### config.mk
export PLATFORM = sky130hd
export DESIGN_NAME = sram_axi_bridge
export DESIGN_NICKNAME = d
export VERILOG_FILES = /design/src/rtl/sram_axi_bridge.sv
export SDC_FILE = /design/constraint.sdc
export NUM_CORES = 1
export LEC_CHECK = 0
export BUFFER_PORTS_ARGS = -buffer_cell sky130_fd_sc_hd__buf_4
export CORE_AREA = 2 2 165 167
export DETAILED_ROUTE_END_ITERATION = 10
export DIE_AREA = 0 0 167 169
export MAX_ROUTING_LAYER = met4
export PLACE_DENSITY = 0.63
export SYNTH_ARGS = -nofsm -noshare
export SYNTH_HDL_FRONTEND = slang
export SYNTH_SLANG_ARGS = --single-unit
### constraint.sdc
create_clock -name clk -period 5.6 [get_ports clk]
set_clock_uncertainty 0.05 [all_clocks]
set_input_delay 1.12 -clock clk [delete_from_list [all_inputs] [get_ports clk]]
set_output_delay 1.12 -clock clk [all_outputs]
set_load 0.02 [all_outputs]
### src/rtl/sram_axi_bridge.sv
// SRAM-like inst/data ports to a single-beat AXI3 master.
// One outstanding read and one outstanding write; data reads win arbitration.
module sram_axi_bridge #(
    parameter logic [3:0] INST_ID = 4'd0,
    parameter logic [3:0] DATA_ID = 4'd1
) (
    input  logic        clk,
    input  logic        reset,
    input  logic        inst_sram_req,
    input  logic        inst_sram_wr,
    input  logic [1:0]  inst_sram_size,
    input  logic [31:0] inst_sram_addr,
    input  logic [3:0]  inst_sram_wstrb,
    input  logic [31:0] inst_sram_wdata,
    output logic        inst_sram_addr_ok,
    output logic        inst_sram_data_ok,
    output logic [31:0] inst_sram_rdata,
    input  logic        data_sram_req,
    input  logic        data_sram_wr,
    input  logic [1:0]  data_sram_size,
    input  logic [31:0] data_sram_addr,
    input  logic [3:0]  data_sram_wstrb,
    input  logic [31:0] data_sram_wdata,
    output logic        data_sram_addr_ok,
    output logic        data_sram_data_ok,
    output logic [31:0] data_sram_rdata,
    output logic [3:0]  arid,
    output logic [31:0] araddr,
    output logic [3:0]  arlen,
    output logic [2:0]  arsize,
    output logic [1:0]  arburst,
    output logic [1:0]  arlock,
    output logic [3:0]  arcache,
    output logic [2:0]  arprot,
    output logic        arvalid,
    input  logic        arready,
    input  logic [3:0]  rid,
    input  logic [31:0] rdata,
    input  logic [1:0]  rresp,
    input  logic        rlast,
    input  logic        rvalid,
    output logic        rready,
    output logic [3:0]  awid,
    output logic [31:0] awaddr,
    output logic [3:0]  awlen,
    output logic [2:0]  awsize,
    output logic [1:0]  awburst,
    output logic [1:0]  awlock,
    output logic [3:0]  awcache,
    output logic [2:0]  awprot,
    output logic        awvalid,
    input  logic        awready,
    output logic [3:0]  wid,
    output logic [31:0] wdata,
    output logic [3:0]  wstrb,
    output logic        wlast,
    output logic        wvalid,
    input  logic        wready,
    input  logic [3:0]  bid,
    input  logic [1:0]  bresp,
    input  logic        bvalid,
    output logic        bready
);

    typedef enum logic [1:0] {
        R_IDLE = 2'd0,
        R_AR   = 2'd1,
        R_R    = 2'd2
    } rd_state_t;

    typedef enum logic [1:0] {
        W_IDLE = 2'd0,
        W_REQ  = 2'd1,
        W_B    = 2'd2
    } wr_state_t;

    rd_state_t   r_rst;
    rd_state_t   w_rst_nxt;
    wr_state_t   r_wst;
    wr_state_t   w_wst_nxt;

    logic [3:0]  r_arid;
    logic [31:0] r_araddr;
    logic [2:0]  r_arsize;
    logic        r_rd_data;
    logic [31:0] r_rdata;
    logic        r_inst_ok;
    logic        r_data_rok;
    logic [31:0] r_awaddr;
    logic [2:0]  r_awsize;
    logic [31:0] r_wdata;
    logic [3:0]  r_wstrb;
    logic        r_awvalid;
    logic        r_wvalid;
    logic        r_data_wok;

    logic        w_rd_idle;
    logic        w_wr_idle;
    logic        w_data_rd;
    logic        w_inst_rd;
    logic        w_data_wr;
    logic        w_r_hs;
    logic        w_b_hs;
    logic        w_aw_nxt;
    logic        w_w_nxt;
    logic        w_unused;

    assign w_rd_idle = (r_rst == R_IDLE);
    assign w_wr_idle = (r_wst == W_IDLE);

    // Data reads wait for the write side to drain so they never pass a write.
    assign w_data_rd = data_sram_req & ~data_sram_wr & w_rd_idle & w_wr_idle;
    assign w_inst_rd = inst_sram_req & w_rd_idle & ~w_data_rd;
    assign w_data_wr = data_sram_req & data_sram_wr & w_wr_idle
                     & ~(~w_rd_idle & r_rd_data);

    assign w_r_hs = (r_rst == R_R) & rvalid;
    assign w_b_hs = (r_wst == W_B) & bvalid;

    always_comb begin
        w_rst_nxt = r_rst;
        unique case (r_rst)
            R_IDLE:  if (w_data_rd | w_inst_rd) w_rst_nxt = R_AR;
            R_AR:    if (arready) w_rst_nxt = R_R;
            R_R:     if (rvalid) w_rst_nxt = R_IDLE;
            default: w_rst_nxt = R_IDLE;
        endcase
    end

    always_comb begin
        w_wst_nxt = r_wst;
        w_aw_nxt  = r_awvalid;
        w_w_nxt   = r_wvalid;
        unique case (r_wst)
            W_IDLE: begin
                if (w_data_wr) begin
                    w_wst_nxt = W_REQ;
                    w_aw_nxt  = 1'b1;
                    w_w_nxt   = 1'b1;
                end
            end
            W_REQ: begin
                w_aw_nxt = r_awvalid & ~awready;
                w_w_nxt  = r_wvalid & ~wready;
                if (!w_aw_nxt && !w_w_nxt) w_wst_nxt = W_B;
            end
            W_B:     if (bvalid) w_wst_nxt = W_IDLE;
            default: w_wst_nxt = W_IDLE;
        endcase
    end

    always_ff @(posedge clk) begin
        if (reset) begin
            r_rst      <= R_IDLE;
            r_wst      <= W_IDLE;
            r_arid     <= '0;
            r_araddr   <= '0;
            r_arsize   <= '0;
            r_rd_data  <= 1'b0;
            r_rdata    <= '0;
            r_inst_ok  <= 1'b0;
            r_data_rok <= 1'b0;
            r_awaddr   <= '0;
            r_awsize   <= '0;
            r_wdata    <= '0;
            r_wstrb    <= '0;
            r_awvalid  <= 1'b0;
            r_wvalid   <= 1'b0;
            r_data_wok <= 1'b0;
        end else begin
            r_rst     <= w_rst_nxt;
            r_wst     <= w_wst_nxt;
            r_awvalid <= w_aw_nxt;
            r_wvalid  <= w_w_nxt;
            if (w_data_rd) begin
                r_arid    <= DATA_ID;
                r_araddr  <= data_sram_addr;
                r_arsize  <= {1'b0, data_sram_size};
                r_rd_data <= 1'b1;
            end else if (w_inst_rd) begin
                r_arid    <= INST_ID;
                r_araddr  <= inst_sram_addr;
                r_arsize  <= {1'b0, inst_sram_size};
                r_rd_data <= 1'b0;
            end
            if (w_r_hs) r_rdata <= rdata;
            r_data_rok <= w_r_hs & (r_arid == DATA_ID);
            r_inst_ok  <= w_r_hs & (r_arid == INST_ID) & (r_arid != DATA_ID);
            if (w_data_wr) begin
                r_awaddr <= data_sram_addr;
                r_awsize <= {1'b0, data_sram_size};
                r_wdata  <= data_sram_wdata;
                r_wstrb  <= data_sram_wstrb;
            end
            r_data_wok <= w_b_hs;
        end
    end

    assign inst_sram_addr_ok = w_inst_rd;
    assign inst_sram_data_ok = r_inst_ok;
    assign inst_sram_rdata   = r_rdata;
    assign data_sram_addr_ok = w_data_rd | w_data_wr;
    assign data_sram_data_ok = r_data_rok | r_data_wok;
    assign data_sram_rdata   = r_rdata;

    assign arid    = r_arid;
    assign araddr  = r_araddr;
    assign arlen   = 4'd0;
    assign arsize  = r_arsize;
    assign arburst = 2'b01;
    assign arlock  = 2'b00;
    assign arcache = 4'd0;
    assign arprot  = 3'd0;
    assign arvalid = (r_rst == R_AR);
    assign rready  = (r_rst == R_R);

    assign awid    = DATA_ID;
    assign awaddr  = r_awaddr;
    assign awlen   = 4'd0;
    assign awsize  = r_awsize;
    assign awburst = 2'b01;
    assign awlock  = 2'b00;
    assign awcache = 4'd0;
    assign awprot  = 3'd0;
    assign awvalid = r_awvalid;
    assign wid     = DATA_ID;
    assign wdata   = r_wdata;
    assign wstrb   = r_wstrb;
    assign wlast   = 1'b1;
    assign wvalid  = r_wvalid;
    assign bready  = (r_wst == W_B);

    assign w_unused = ^{inst_sram_wr, inst_sram_wstrb, inst_sram_wdata,
                        rid, rresp, rlast, bid, bresp};

endmodule

== Yosys cells after proc, flatten, opt, wreduce, memory -nomap -nowiden ==
Index checks and enable logic that the tools add are counted.

* Eq/ne operators: 10
* Mux-type cells: 19
* Bitwise logic cells: 26
* Reduce and logical (&&, ||, !) cells: 11

{| class="wikitable"
|+ Operators with widths
! cell !! number
|-
| $mux W32 || 2
|-
| $and A1 B1 Y1 || 16
|-
| $mux W2 || 8
|-
| $pmux W2 S3 || 2
|-
| $not A1 Y1 || 7
|-
| $ne A2 B1 Y1 const B || 3
|-
| $ne A2 B2 Y1 const B || 3
|-
| $reduce_and A3 Y1 || 2
|-
| $mux W1 || 5
|-
| $eq A2 B1 Y1 const B || 2
|-
| $eq A2 B2 Y1 const B || 2
|-
| $logic_not A2 Y1 || 2
|-
| $logic_not A4 Y1 || 1
|-
| $pmux W1 S2 || 2
|-
| $reduce_bool A2 Y1 || 2
|-
| $or A1 B1 Y1 || 3
|-
| $logic_not A1 Y1 || 2
|-
| $reduce_and A2 Y1 || 1
|-
| $logic_and A1 B1 Y1 || 1
|}

* Flip-flop bits (word level): 147
* Input port bits: 196
* Output and inout bits: 222
* Logic and storage cells: 82

== Depth between registers and ports, before layout ==
Gate-level depths: netlist (run 1).

* Word-level depth: 9
* Gate-level depth with buffers: 6
* Mapped depth without buffers: 3

== Worst setup path before layout (run 1) ==
OpenSTA, ideal clock, no wires.

* Path type: input -> output
* Start point: input port data_sram_wr
* End point: output port inst_sram_addr_ok
* Arrival: 2.206 ns
* Required time: 4.430 ns
* Slack: 2.224 ns
* Stages: 4
* Path through: or4b_1 -> clkbuf_1 -> buf_1 -> and3_1

* Word-level cells in the longest chain between the ends: 6

{| class="wikitable"
|+ Ends and longest elaborated chain
! item !! line !! source
|-
| start, declared || 19 || <nowiki>input logic data_sram_wr,</nowiki>
|-
| $not A1 Y1 || 112 || <nowiki>assign w_data_rd = data_sram_req & ~data_sram_wr & w_rd_idle & w_wr_idle;</nowiki>
|-
| $and A1 B1 Y1 (3 in a row) || 112 ||
|-
| $not A1 Y1 || 113 || <nowiki>assign w_inst_rd = inst_sram_req & w_rd_idle & ~w_data_rd;</nowiki>
|-
| $and A1 B1 Y1 || 113 ||
|-
| end, declared || 15 || <nowiki>output logic inst_sram_addr_ok,</nowiki>
|}

Every way passes these cells.

== Worst setup path in the final report (run 1) ==
* Start point: register r_rst[0]
* End point: output port data_sram_addr_ok

* Word-level cells in the longest chain between the ends: 6

{| class="wikitable"
|+ Ends and longest elaborated chain
! item !! line !! source
|-
| start, declared || 77 || <nowiki>rd_state_t r_rst;</nowiki>
|-
| start signal, assigned || 171 || <nowiki>r_rst <= w_rst_nxt;</nowiki>
|-
| $logic_not A2 Y1 * || 108 || <nowiki>assign w_rd_idle = (r_rst == R_IDLE);</nowiki>
|-
| $not A1 Y1 || 115 || <nowiki>& ~(~w_rd_idle & r_rd_data);</nowiki>
|-
| $and A1 B1 Y1 || 115 ||
|-
| $not A1 Y1 || 115 ||
|-
| $and A1 B1 Y1 || 115 ||
|-
| $or A1 B1 Y1 * || 202 || <nowiki>assign data_sram_addr_ok = w_data_rd | w_data_wr;</nowiki>
|-
| end, declared || 24 || <nowiki>output logic data_sram_addr_ok,</nowiki>
|}

Every way passes the cells marked *; elsewhere a longest branch is shown, timed or not.

==> results.toml, run 1 <==
[sta]
period_minus_slack_ps = 3550
final_hold_viol_count = 0
worstMarginPinSlew_ps = 1150
drv_slew = 0
setup_viol = 0
rsz0062_at_grt = "no"
relSlewSlack = 0.233
timing.fmax_mhz = 282
post-route-period-util = 0.634
fin_tns_setup_ps = 0

[global_routing]
grt_max_degree = 114
grt_pass1_vias = 6219
track_usage = 0.157
antenna_found_initial = 0
grt_overflow_total = 0
grt_pass1_wl_um = 34200

[cts]
numCtsBuffers = 17
post_cts_buffers = 0
clkTransAtPathRegs_ps = 60
clockBufferDepth = 2
cts.sinks = 146
ctsRootBufferMaster = "clkbuf_16"
clk_latency_ps = 410
cts_tree = "done"
cts_hold_buf = 0
htree_levels = 4
cts_resized = 0

[placement]
portBuffers = 323
place_congestion = 0.768
dp_hpwl_um = 15100
dp_cells = 1413

[detailed_routing]
initialDrtViolationCount = 279
wl_um = 22200
drc = 0
first_pass_iters = 4
drt.antenna.violating_nets = 0
post_drt_via_cell_ratio = 4.44
vias = 6417
wire_per_inst_um = 15.4

[cells_and_area]
drive_above_1_share = 0.332
antenna_cells = 0
final_cells = 1445
nets = 1287
seq_area_um2 = 2930
fill_cells = 2742
multi_input_area_um2 = 3500
syn2layout_area_growth_pct = 38.1

[floorplan]
fp.dieH_um = 169
start_util = 0.275
coreArea_um2 = 26500
ios = 418
die_area_um2 = 28200
dieWidth_um = 167
rows = 60

[setup_path]
cp_common_cell = "buf_4"
path_cells = "buf_4 > or2_2 > a21oi_1 > buf_4"
critPathCaptureType = "primary output"
critPathMaxStageDelay_ps = 810
worstSetupPathType = "register to primary output"
cp_slowest_cell = "or2_2"
cp.arrival_ps = 2380
reg2reg_depth = 4
critPathRequiredTime_ps = 4430
start_kind = "register"
worstPathMaxFanout = 43

[yosys]
yosysMostFrequentCell = "dfxtp_1"
synth_area_leader_cell = "dfxtp_1"
synth_area_leaders = "dfxtp_1 (40%), nand2b_1 (12%), mux2i_1 (9.6%), buf_4 (7.9%), a21oi_1 (4.7%)"
synth_top_flop_cell = "dfxtp_1"
yosysWarnings = 0
netlist_area_um2 = 7280
ys_top_cells_by_count = "dfxtp_1 (146), nand2b_1 (142), buf_4 (77)"
ys_ff_latch = 146
synthCells = 846
yosysSeqAreaShare = 0.402
ys_async_sr_fraction = 0
yosysTopAreaCellShare = 0.402
postSynthAreaPerCell_um2 = 8.60
synth_edf_count = 0
post_synth_num_cell_types = 34

[pwr]
power.density_nw_per_um2 = 290
peakVddDrop_mv = 0.168
leakagePower_nw = 4.59

[min_path]
holdPathStages = 2
hold_path.class = "register to register"

[flow_run]
maxCapViolations = 0

[outcome]
status = "finished, final reports clean"
[kinds of logic (layout without fill, tap and decap cells)]
logic type | after synthesis | count (layout) | synth area share
other cells | 2 | 44 | 0.00103
simple gates | 301 | 301 | 0.235
compound gates | 145 | 145 | 0.127
buf+inv | 182 | 398 | 0.139
mux | 70 | 70 | 0.0963
flops | 146 | 146 | 0.402
[path summary, 6_finish.rpt]
check | to | slack, ps | start
max reg2reg | araddr[8] | 2790 | r_rst[0]
max | data_sram_addr_ok | 2050 | r_rst[0]
min | awvalid | 420 | awvalid
min reg2reg | awvalid | 420 | awvalid
[cell type report]
| class | count | area share |
|---|---|---|
| Clock buffer | 20 | 0.0454 |
| Clock inverter | 12 | 0.0121 |
| Inverter | 37 | 0.0138 |
| Multi-Input combinational cell | 560 | 0.348 |
| Sequential cell | 146 | 0.291 |
| Tap cell | 341 | 0.0424 |
| Timing Repair Buffer | 329 | 0.247 |
[layer usage]
layer,global-route usage,vias up,share of wire
met5,-,-,0
met4,0.0397,0,0.011
met3,0.0486,12,0.074
met2,0.257,257,0.48
met1,0.187,2971,0.44
li1,-,3177,-
[through the flow]
step | total power [mW] | setup WS, ps | cell area (µm²) | hold slack, ps | util
after floorplan | 1.56 | 2220 | 7440 | 416 | -
after global placement | 1.80 | 2240 | 9480 | 408 | 0.358
after detailed placement | 1.81 | 2230 | 9480 | 411 | 0.358
after CTS | 2.96 | 1940 | 10100 | 420 | 0.379
after global routing | 3.06 | 1770 | 10100 | 440 | 0.379
final | 2.91 | 2050 | 10100 | 420 | 0.379
[flip-flops by register name (all words and copies together) (netlist names), 2 cells and up]
name	count
awsize	2
arsize	2
wstrb	4
araddr	32
r_wst	2
data_sram_rdata	32
r_rst	2
awaddr	32
wdata	32
[power breakdown]
part / leakage, nW / switching (mW) / internal, mW / total [mW]
Clock: 0.264 / 0.493 / 0.644 / 1.14
Combinational: 3.13 / 0.344 / 0.276 / 0.619
Sequential: 1.19 / 0.0476 / 1.11 / 1.16
Total: 4.59 / 0.884 / 2.03 / 2.91
[critical path, delay by kind of cell, from the launching register on]
family                 cells  cell delay (ps)
and+or+nand+nor            1              810
buffers and inverters      2              670
DFF                        1              310
AOI/OAI and AO/OA          1              150
[cell usage in the layout, fill, tap and decap left out, drive strengths merged, types with 34 or more instances in the layout]
| cell type | instances |
|---|---|
| buf | 329 |
| dfxtp | 146 |
| nand2b | 142 |
| mux2i | 70 |
| nand2 | 69 |
| a21oi | 69 |
| conb | 44 |
| inv | 41 |
| nor2 | 38 |
| o21ai | 35 |
| o211a | 34 |
No activity file was read; power rests on OpenSTA's default activity.
==> inputs of run 2 (changes only) <==
==> constraint.sdc (replaced) <==
create_clock -name clk -period 3.3 [get_ports clk]
set_clock_uncertainty 0.05 [all_clocks]
set_input_delay 0.66 -clock clk [delete_from_list [all_inputs] [get_ports clk]]
set_output_delay 0.66 -clock clk [all_outputs]
set_load 0.02 [all_outputs]
==> run 2 against run 1 <==
Compared with the run above:
- worst setup slack lost 1500 ps
- final area up 0.95%
- combinational power up 70%
- sequential power up 71%
- count of clock-buffer cells in the layout did not move
- die area unchanged
- non-clock buffer count increased by 7
- via count is 0.44% higher
- first-iteration DRC count is 18% higher
- critical endpoint is now inst_sram_addr_ok
==> results.toml, run 2 (synthesis gave the netlist of run 1 again) <==
[outcome]
status = "finished, final reports clean"

[cells_and_area]
final_cell_mix = "buf_4 (332), dfxtp_1 (144), nand2b_1 (142)"
design_area_um2 = 10100
drive_above_1_share = 0.335
nets = 1294
syn2layout_area_growth_pct = 39.4
final_cells = 1452
final_common_cell = "buf_4"
post-route-util = 0.383
fill_cells = 2729
antenna_cells = 0

[sta]
relSlewSlack = 0.414
post-route-period-util = 0.830
rsz0062_at_grt = "no"
period_minus_slack_ps = 2740
final_hold_viol_count = 0
timing.fmax_mhz = 365
worst_slack_ps = 561
fin_tns_setup_ps = 0
setup_viol = 0
drv_slew = 0
worstMarginPinSlew_ps = 879

[setup_path]
crit_end = "inst_sram_addr_ok"
worstPathMaxFanout = 12
critPathCaptureType = "primary output"
startpoint = "r_wst[1]"
r2r_start = "r_wst[1]"
cp.arrival_ps = 2030
critPathRequiredTime_ps = 2590
worstSetupPathType = "register to primary output"
reg2reg_depth = 3
reg2reg_to = "araddr[25]"
start_kind = "register"
r2r_slack_ps = 900

[placement]
dp_cells = 1420
place_congestion = 0.773
detailedPlace.worstSlack_ps = 492
dp_hpwl_um = 15800
place_area_um2 = 9570
portBuffers = 323

[cts]
post_cts_buffers = 0
htree_levels = 4
clockBufferDepth = 2
ctsRootBufferMaster = "clkbuf_16"
cts_tree = "done"
clk_latency_ps = 410
cts.sinks = 146
cts_resized = 0
clkTransAtPathRegs_ps = 70
numCtsBuffers = 17
cts_hold_buf = 0

[detailed_routing]
initialDrtViolationCount = 328
drt.antenna.violating_nets = 0
post_drt_via_cell_ratio = 4.44
wl_um = 22200
wire_per_inst_um = 15.3
drc = 0
first_pass_iters = 5
vias = 6445

[floorplan]
die_area_um2 = 28200
rows = 60
coreArea_um2 = 26500
dieWidth_um = 167
fp.dieH_um = 169
ios = 418
start_util = 0.275

[min_path]
hold_path.class = "primary input to register"

[pwr]
peakVddDrop_mv = 0.277
power.density_nw_per_um2 = 491
leakagePower_nw = 4.65

[global_routing]
antenna_found_initial = 0
grt_overflow_total = 0
track_usage = 0.156
grt_pass1_wl_um = 34000
grt_max_degree = 84
grt_pass1_vias = 6133

[flow_run]
maxCapViolations = 0
run 2: cell count changes in the layout (fill, tap and decap cells not counted), sizes merged:
cell and delta:
inv +1, clkinvlp -3, clkinv +1, buf +7
bufinv +1
run 2: per-stage QoR:
stage / hold WS (ps) / total power, mW
global placement: 408 / 3.06
global route: 390 / 5.23
CTS: 379 / 5.08
floorplan: 416 / 2.65
finish: 405 / 4.98
detailed placement: 411 / 3.08
run 2: worst min path at each step:
stage                                  start                 end  slack (ps)  cells after the start
final                                arready            r_rst[0]         400                      2
after floorplan                      arid[0]   inst_sram_data_ok         420                      1
after CTS                            arready            r_rst[0]         380                      2
after global placement    data_sram_rdata[6]  data_sram_rdata[6]         410                      2
after global routing                 arready            r_rst[0]         390                      2
after detailed placement          awaddr[14]          awaddr[14]         410                      2
run 2: layer usage:
| metal | share of wire | track usage |
|---|---|---|
| met5 | 0 | - |
| met3 | 0.074 | 0.0458 |
| met1 | 0.43 | 0.182 |
| met2 | 0.49 | 0.262 |
| met4 | 0.013 | 0.0454 |
run 2: layout make-up:
class | instances | area [µm²] | area share
sequential | 146 | 2930 | 0.288
timing repair buffer | 336 | 2570 | 0.253
inverter | 37 | 139 | 0.0137
multi-input combinational | 560 | 3500 | 0.345
tap | 341 | 427 | 0.0420
clock inverter | 12 | 146 | 0.0144
clock buffer | 20 | 437 | 0.0430
run 2: critical path, stage by stage (launching register included):
cell and delay (ps):
dfxtp_1 360, or4b_1 800, and3_1 300, buf_4 150
run 2: power by group:
part,internal [mW],switching [mW],total (mW)
Combinational,0.478,0.570,1.05
Clock,1.13,0.824,1.96
Sequential,1.88,0.0941,1.98
